--- src/rtl/ifu_pkg.sv ---
// Shared widths and the fill-state encoding for the instruction-fetch unit.
package ifu_pkg;
  localparam int ADDR_WIDTH     = 32;
  localparam int LINE_WIDTH     = 128;
  localparam int MEM_WORD_WIDTH = 32;
  localparam int OFFSET_WIDTH   = 4;
  localparam int TAG_WIDTH      = ADDR_WIDTH - OFFSET_WIDTH;
  localparam int BEATS_PER_LINE = LINE_WIDTH / MEM_WORD_WIDTH;

  typedef enum logic [1:0] {
    IDLE      = 2'd0,
    REQ       = 2'd1,
    WAIT_DATA = 2'd2,
    RESP      = 2'd3
  } t_fill_state;
endpackage

--- src/rtl/ifu_fill_unit.sv ---
// I-cache line fill: takes a missing tag, issues one memory read, assembles
// BEATS words into a line and returns it, with a one-deep pending buffer.
module ifu_fill_unit
  import ifu_pkg::*;
#(
  parameter int ADDR_WIDTH     = ifu_pkg::ADDR_WIDTH,
  parameter int LINE_WIDTH     = ifu_pkg::LINE_WIDTH,
  parameter int MEM_WORD_WIDTH = ifu_pkg::MEM_WORD_WIDTH,
  parameter int OFFSET_WIDTH   = ifu_pkg::OFFSET_WIDTH
) (
  input  logic                               Clock,
  input  logic                               Rst,
  input  logic [ADDR_WIDTH-OFFSET_WIDTH-1:0] cache_reqTagIn,
  input  logic                               cache_reqTagValidIn,
  output logic                               cache_reqReadyOut,
  output logic [ADDR_WIDTH-OFFSET_WIDTH-1:0] cache_rspTagOut,
  output logic [LINE_WIDTH-1:0]              cache_rspInsLineOut,
  output logic                               cache_rspInsLineValidOut,
  output logic [ADDR_WIDTH-1:0]              mem_reqAddrOut,
  output logic                               mem_reqValidOut,
  input  logic                               mem_reqReadyIn,
  input  logic [MEM_WORD_WIDTH-1:0]          mem_rspDataIn,
  input  logic                               mem_rspValidIn,
  output logic                               busyOut,
  output logic                               errStickyOut
);
  localparam int TAG_W = ADDR_WIDTH - OFFSET_WIDTH;
  localparam int BEATS = LINE_WIDTH / MEM_WORD_WIDTH;

  t_fill_state           state_q, state_d;
  logic [TAG_W-1:0]      tag_q;
  logic [TAG_W-1:0]      pend_tag_q;
  logic                  pend_vld_q;
  logic [LINE_WIDTH-1:0] line_q;
  logic [1:0]            cnt_q;
  logic                  err_q;

  logic accept, merge, push, pop, last_beat;

  assign accept    = cache_reqTagValidIn & cache_reqReadyOut;
  // Duplicate of a line already being fetched or queued: accept and drop.
  assign merge     = (state_q != IDLE) &&
                     ((cache_reqTagIn == tag_q) ||
                      (pend_vld_q && (cache_reqTagIn == pend_tag_q)));
  assign push      = accept && (state_q != IDLE) && !merge;
  assign pop       = pend_vld_q && ((state_q == IDLE) || (state_q == RESP));
  assign last_beat = (cnt_q == 2'(BEATS - 1));

  // State register
  always_ff @(posedge Clock or posedge Rst) begin
    if (Rst) state_q <= IDLE;
    else     state_q <= state_d;
  end

  // Next-state logic
  always_comb begin
    state_d = state_q;
    case (state_q)
      IDLE:      if (pend_vld_q || accept)          state_d = REQ;
      REQ:       if (mem_reqReadyIn)                state_d = WAIT_DATA;
      WAIT_DATA: if (mem_rspValidIn && last_beat)   state_d = RESP;
      RESP:      state_d = pend_vld_q ? REQ : IDLE;
      default:   state_d = IDLE;
    endcase
  end

  // Output logic
  always_comb begin
    mem_reqValidOut          = (state_q == REQ);
    cache_rspInsLineValidOut = (state_q == RESP);
    busyOut                  = (state_q != IDLE);
  end

  assign cache_reqReadyOut   = !pend_vld_q;
  assign cache_rspTagOut     = tag_q;
  assign cache_rspInsLineOut = line_q;
  assign mem_reqAddrOut      = {tag_q, {OFFSET_WIDTH{1'b0}}};
  assign errStickyOut        = err_q;

  // Datapath: in-flight tag, beat assembly, error flag
  always_ff @(posedge Clock or posedge Rst) begin
    if (Rst) begin
      tag_q  <= '0;
      line_q <= '0;
      cnt_q  <= '0;
      err_q  <= 1'b0;
    end else begin
      if (mem_rspValidIn && (state_q != WAIT_DATA)) err_q <= 1'b1;
      case (state_q)
        IDLE: begin
          if (pend_vld_q)  tag_q <= pend_tag_q;
          else if (accept) tag_q <= cache_reqTagIn;
        end
        REQ: if (mem_reqReadyIn) cnt_q <= '0;
        WAIT_DATA: begin
          if (mem_rspValidIn) begin
            for (int b = 0; b < BEATS; b++)
              if (cnt_q == 2'(b))
                line_q[b*MEM_WORD_WIDTH +: MEM_WORD_WIDTH] <= mem_rspDataIn;
            // Counter parks on the last beat; RESP takes over from there.
            if (!last_beat) cnt_q <= cnt_q + 2'd1;
          end
        end
        RESP: if (pend_vld_q) tag_q <= pend_tag_q;
        default: ;
      endcase
    end
  end

  // One-deep pending buffer
  always_ff @(posedge Clock or posedge Rst) begin
    if (Rst) begin
      pend_vld_q <= 1'b0;
      pend_tag_q <= '0;
    end else if (push) begin
      pend_vld_q <= 1'b1;
      pend_tag_q <= cache_reqTagIn;
    end else if (pop) begin
      pend_vld_q <= 1'b0;
    end
  end
endmodule
--- config.mk ---
export PLATFORM = sky130hd
export DESIGN_NAME = ifu_fill_unit
export DESIGN_NICKNAME = d
export VERILOG_FILES = /design/src/rtl/ifu_pkg.sv /design/src/rtl/ifu_fill_unit.sv
export SDC_FILE = /design/constraint.sdc
export NUM_CORES = 1
export LEC_CHECK = 0
export CORE_UTILIZATION = 47
export DETAILED_ROUTE_END_ITERATION = 10
export PLACE_DENSITY_LB_ADDON = 0.2
export SYNTH_ARGS = -nofsm -noshare
export SYNTH_HDL_FRONTEND = slang
export SYNTH_SLANG_ARGS = --single-unit
--- constraint.sdc ---
create_clock -name Clock -period 8.2 [get_ports Clock]
set_clock_uncertainty 0.05 [all_clocks]
set_input_delay 1.64 -clock Clock [delete_from_list [all_inputs] [get_ports Clock]]
set_output_delay 1.64 -clock Clock [all_outputs]
set_load 0.02 [all_outputs]
Word-level counts from Yosys, hierarchy flattened --
Cells that the tools add are included.
Storage, ports and cells: bits in registers 190, bits in latches 0, memory bits (writable) 0, bits in read-only memories 0, output and inout port bits 193, logic and storage cells 68, memories 0
Cells by class: add/sub/neg operators 1, $mul 0, div/mod/pow operators 0, magnitude comparators 0, equal/unequal tests 16, shift operators 0, multiplexer cells 15, bitwise operators 1, reductions and logical operators 25
Operators with widths (count):
- $mux 28 | 3
- $eq 28x28->1 | 2
- $pmux 28 s2 | 1
- $reduce_and 3->1 | 6
- $mux 2 | 6
- $eq 2x2->1 const B | 4
- $ne 2x2->1 const B | 4
- $pmux 2 s4 | 1
- $reduce_bool 2->1 | 4
- $logic_and 1x1->1 | 7
- $ne 2x1->1 const B | 3
- $eq 2x1->1 const B | 2
- $logic_not 2->1 | 2
- $pmux 2 s2 | 1
- $reduce_and 4->1 | 1
- $logic_or 1x1->1 | 3
- $mux 1 | 3
- $ne 3x3->1 const B | 1
- $add 2x1->2 const B | 1
- $logic_not 1->1 | 2
- $and 1x1->1 | 1

Longest topological paths before layout --
depth after elaboration 7, gate-level depth with buffers 8, mapped depth without buffers 7

Worst setup path before layout --
OpenSTA, ideal clock, no wires.
path type in2reg, start in cache_reqTagIn[10], end reg pend_tag_q[0], setup time 0.125 ns, data arrival time 3.000 ns, setup slack 5.024 ns, cell stages on the path 7, cell sequence xor2_1 nor4_1 nand4_1 o2111ai_2 buf_6 buf_12 mux2_4
On the way: cells in the longest elaborated chain, start to end 6, elaborated cells between the ends (all ways) 7, classes of those cells 2 x eq/ne; 5 x reduce/logical
RTL lines:
- start: declaration | RTL line ifu_fill_unit.sv:13 | input logic [ADDR_WIDTH-OFFSET_WIDTH-1:0] cache_reqTagIn,
- $eq 28x28->1 | RTL line ifu_fill_unit.sv:44 | (pend_vld_q && (cache_reqTagIn == pend_tag_q)));
- $logic_and 1x1->1 | RTL line ifu_fill_unit.sv:44
- $logic_or 1x1->1 (*) | RTL line ifu_fill_unit.sv:43 | ((cache_reqTagIn == tag_q) ||
- $logic_and 1x1->1 (*) | RTL line ifu_fill_unit.sv:42 | assign merge = (state_q != IDLE) &&
- $logic_not 1->1 (*) | RTL line ifu_fill_unit.sv:45 | assign push = accept && (state_q != IDLE) && !merge;
- $logic_and 1x1->1 (*) | RTL line ifu_fill_unit.sv:45
- end signal: assignment | RTL line ifu_fill_unit.sv:117 | pend_tag_q <= cache_reqTagIn;
- end: declaration | RTL line ifu_fill_unit.sv:32 | logic [TAG_W-1:0] pend_tag_q;
Every way passes the cells marked *; elsewhere a longest branch is shown, timed or not. A chain may end at the register's enable or synchronous reset.

Final worst setup path --
start in cache_reqTagIn[3], end reg pend_tag_q[16]
The elaborated chain is that of the path after synthesis.

==> impl_metrics.tcl <==
set metrics [dict create \
    outcome "finished clean" \
    start_kind "input port" \
    drc 0 \
    dieArea_um2 17700 \
    synthTopCellsByCount "dfrtp_1, mux2_2, buf_4, o21ai_0, nand2_1" \
    vias 5180 \
    required_ns 8.45 \
    routed_via_density 5.06 \
    synth_seq_cells 190 \
    synth_top_cell_area_share_pct 58.9 \
    synth_ff_type "dfrtp_1" \
    avgSynthCellArea_um2 14.1 \
    cp.arrival_ns 4.40 \
    slew_viol_final 0 \
    rr_endpoint "pend_tag_q[16]" \
    hp-class "flip-flop to flip-flop" \
    core_area_um2 16700 \
    diodes 0 \
    powerDensity_nw_per_um2 455 \
    antenna_found_initial 0 \
    ys_async_sr_fraction_pct 100 \
    yosys.cell_count.top_type "dfrtp_1" \
    tns_ns 0 \
    holdWs_ns 0.412 \
    max_freq_ghz 0.241 \
    io_pins 258 \
    die_h_um 133 \
    r2r_cells 5 \
    cts_buffers 17 \
    gp_congestion 0.772 \
    drtIter0Drc 171 \
    yosysSeqAreaShare_pct 58.9 \
    cts_max_level 4 \
    start_util_pct 48.3 \
    path_max_fanout 29 \
    rsz0062_at_grt "false" \
    clk_path_buf_depth 2 \
    area_delta_synth_final_pct 38.2 \
    rrSetupSlack_ns 5.35 \
    die_x_um 133 \
    numPortBuffers 253 \
    finalHoldViolations 0 \
    drive_gt1_share_pct 24.1 \
    end_kind "flip-flop" \
    dpl.cell_count 994 \
    worstMarginPinSlew_ns 1.18 \
    hold_path_depth 1 \
    cap_viol_max_count 0 \
    rows 47 \
    slowest_stage "o2111ai_4" \
    dp_hpwl_um 13000 \
    netlist_area_um2 8070 \
    min_to "errStickyOut" \
    grt_overflow 0 \
    insertion_delay_ns 0.42 \
    period_share_pct 50.6 \
    totalWireLength_um 18500 \
    path_clk_slew_ns 0.06 \
    wl_per_cell_um 18.0 \
    clkSinkCount 190 \
    ctsResizeCount 0 \
    synth.area.top_cells "dfrtp_1, mux2_2, mux2i_1, buf_4, xor2_1" \
    ys_types 33 \
    grt_util_all_layers_pct 21.7 \
    yosysWarningCount 0 \
    first_pass_iters 4 \
    cts_setup_buffers 0 \
    dpl-instance-area_um2 10600 \
    synth-edff-count 0 \
    drtAntennaViolNets 0 \
    fin_area_um2 11200 \
    finalNonFillerCells 1024 \
    grt_max_degree 86 \
    path_class "input port to flip-flop" \
    period_needed_ns 4.15 \
    cts-hold-fix-buffers 0 \
    max_stage_delay_ns 0.98 \
    setup_viol 0 \
    nNetsFinal 866 \
    grt_pass1_vias 5410 \
    synth_area_leader_cell "dfrtp_1" \
    vdd_ir_drop_max_uv 221 \
    root_buffer "clkbuf_16" \
    r2r_start "cache_rspTagOut[18]" \
    cp_cell_sequence "clkdlybuf4s50_1 > xor2_1 > nor4_1 > nand4_1 > o2111ai_4 > mux2_2" \
    grt_pass1_wl_um 29200 \
    cellLeakagePower_nw 4.94 \
    hold_start "errStickyOut" \
    slew_headroom_pct 21.6 \
    cts_tree "built" \
    syn_inst 573 \
]
how the worst max path moves through the flow:
stage	start	endpoint	slack (ns)	cells past startpoint
global route	cache_reqTagIn[3]	pend_tag_q[16]	3.94	6
global placement	cache_reqTagIn[3]	pend_tag_q[11]	3.68	6
CTS	cache_reqTagIn[3]	pend_tag_q[16]	4.08	6
finish	cache_reqTagIn[3]	pend_tag_q[16]	4.05	6
detailed placement	cache_reqTagIn[3]	pend_tag_q[10]	3.63	6
floorplan	Rst	cache_rspInsLineOut[0]	1.34	1
kinds of logic (layout without fill, tap and decap cells):
| logic type | Yosys count | in the layout | synth area share [%] |
|---|---|---|---|
| adder cells (fa/ha/maj) | 8 | 8 | 1.24 |
| other | 1 | 4 | 0.0465 |
| XOR/XNOR | 28 | 28 | 3.04 |
| AO/OA/AOI/OAI | 44 | 44 | 3.10 |
| AND/OR/NAND/NOR | 51 | 51 | 2.92 |
| buffers and inverters | 66 | 294 | 4.93 |
| multiplexers | 185 | 185 | 25.8 |
| flip-flops | 190 | 190 | 58.9 |
report_power, final:
| part | switching, W | internal, W | leakage [nW] |
|---|---|---|---|
| Combinational | 0.00127 | 0.00131 | 2.33 |
| Clock | 0.000336 | 0.000455 | 0.266 |
| Sequential | 0.000295 | 0.00140 | 2.35 |
| Total | 0.00190 | 0.00317 | 4.94 |
flip-flops by register name, summed over array words and instances (netlist names):
register             flops
cache_rspTagOut         28
cache_rspInsLineOut    128
pend_tag_q              28
cnt_q                    2
errStickyOut             1
pend_vld_q               1
state_q                  2
layout by cell type, fill, tap and decap left out:
master,count
a31oi_1,1
a22oi_1,1
a211o_1,1
clkinv_4,2
a311o_1,1
o21ai_0,33
o21bai_4,1
ha_1,8
dfrtp_1,190
mux2_2,148
clkbuf_1,3
nand3_2,4
inv_1,8
nor2_4,1
nor2_1,2
buf_4,2
nor3_1,1
clkinvlp_4,3
a21o_1,1
clkbuf_16,17
o2111ai_4,1
bufinv_16,2
nor4_1,7
nand2_1,30
a21oi_1,3
inv_6,2
mux2i_1,28
mux2_4,9
nand4_1,1
clkinv_2,1
clkbuf_8,1
clkdlybuf4s50_1,253
a211oi_1,1
nor2b_1,2
xor2_1,28
conb_1,4
nand2b_1,1
nand3_1,2
cell type report:
type / count / area [µm²]
Timing Repair Buffer: 255 / 2550
Fill cell: 1200 / 5550
Inverter: 9 / 38.8
Clock inverter: 9 / 114
Sequential cell: 190 / 4750
Tap cell: 220 / 275
Multi-Input combinational cell: 320 / 2970
Clock buffer: 21 / 450
worst max-delay path, delay by kind of cell:
family / cells / cell delay, ns
AO/OA/AOI/OAI: 1 / 0.98
XOR/XNOR: 1 / 0.19
multiplexers: 1 / 0.43
buffers and inverters: 1 / 0.47
AND/OR/NAND/NOR: 2 / 0.69
per-stage QoR:
| step | setup WS [ns] | total power (W) | util, % |
|---|---|---|---|
| after floorplan | 1.34 | 0.00320 | - |
| after global placement | 3.68 | 0.00423 | 63.4 |
| after detailed placement | 3.63 | 0.00431 | 63.4 |
| after CTS | 4.08 | 0.00513 | 66.8 |
| after global routing | 3.94 | 0.00535 | 66.8 |
| final | 4.05 | 0.00507 | 66.8 |
layer usage:
metal	share of wire [%]	vias to the layer above	track usage (%)
met1	42	2595	27.1
met2	50	166	36.3
met4	2.3	0	8.75
li1	-	2395	-
met5	0	-	0
met3	5.4	24	5.02
Power figures use the tool's default switching activity.
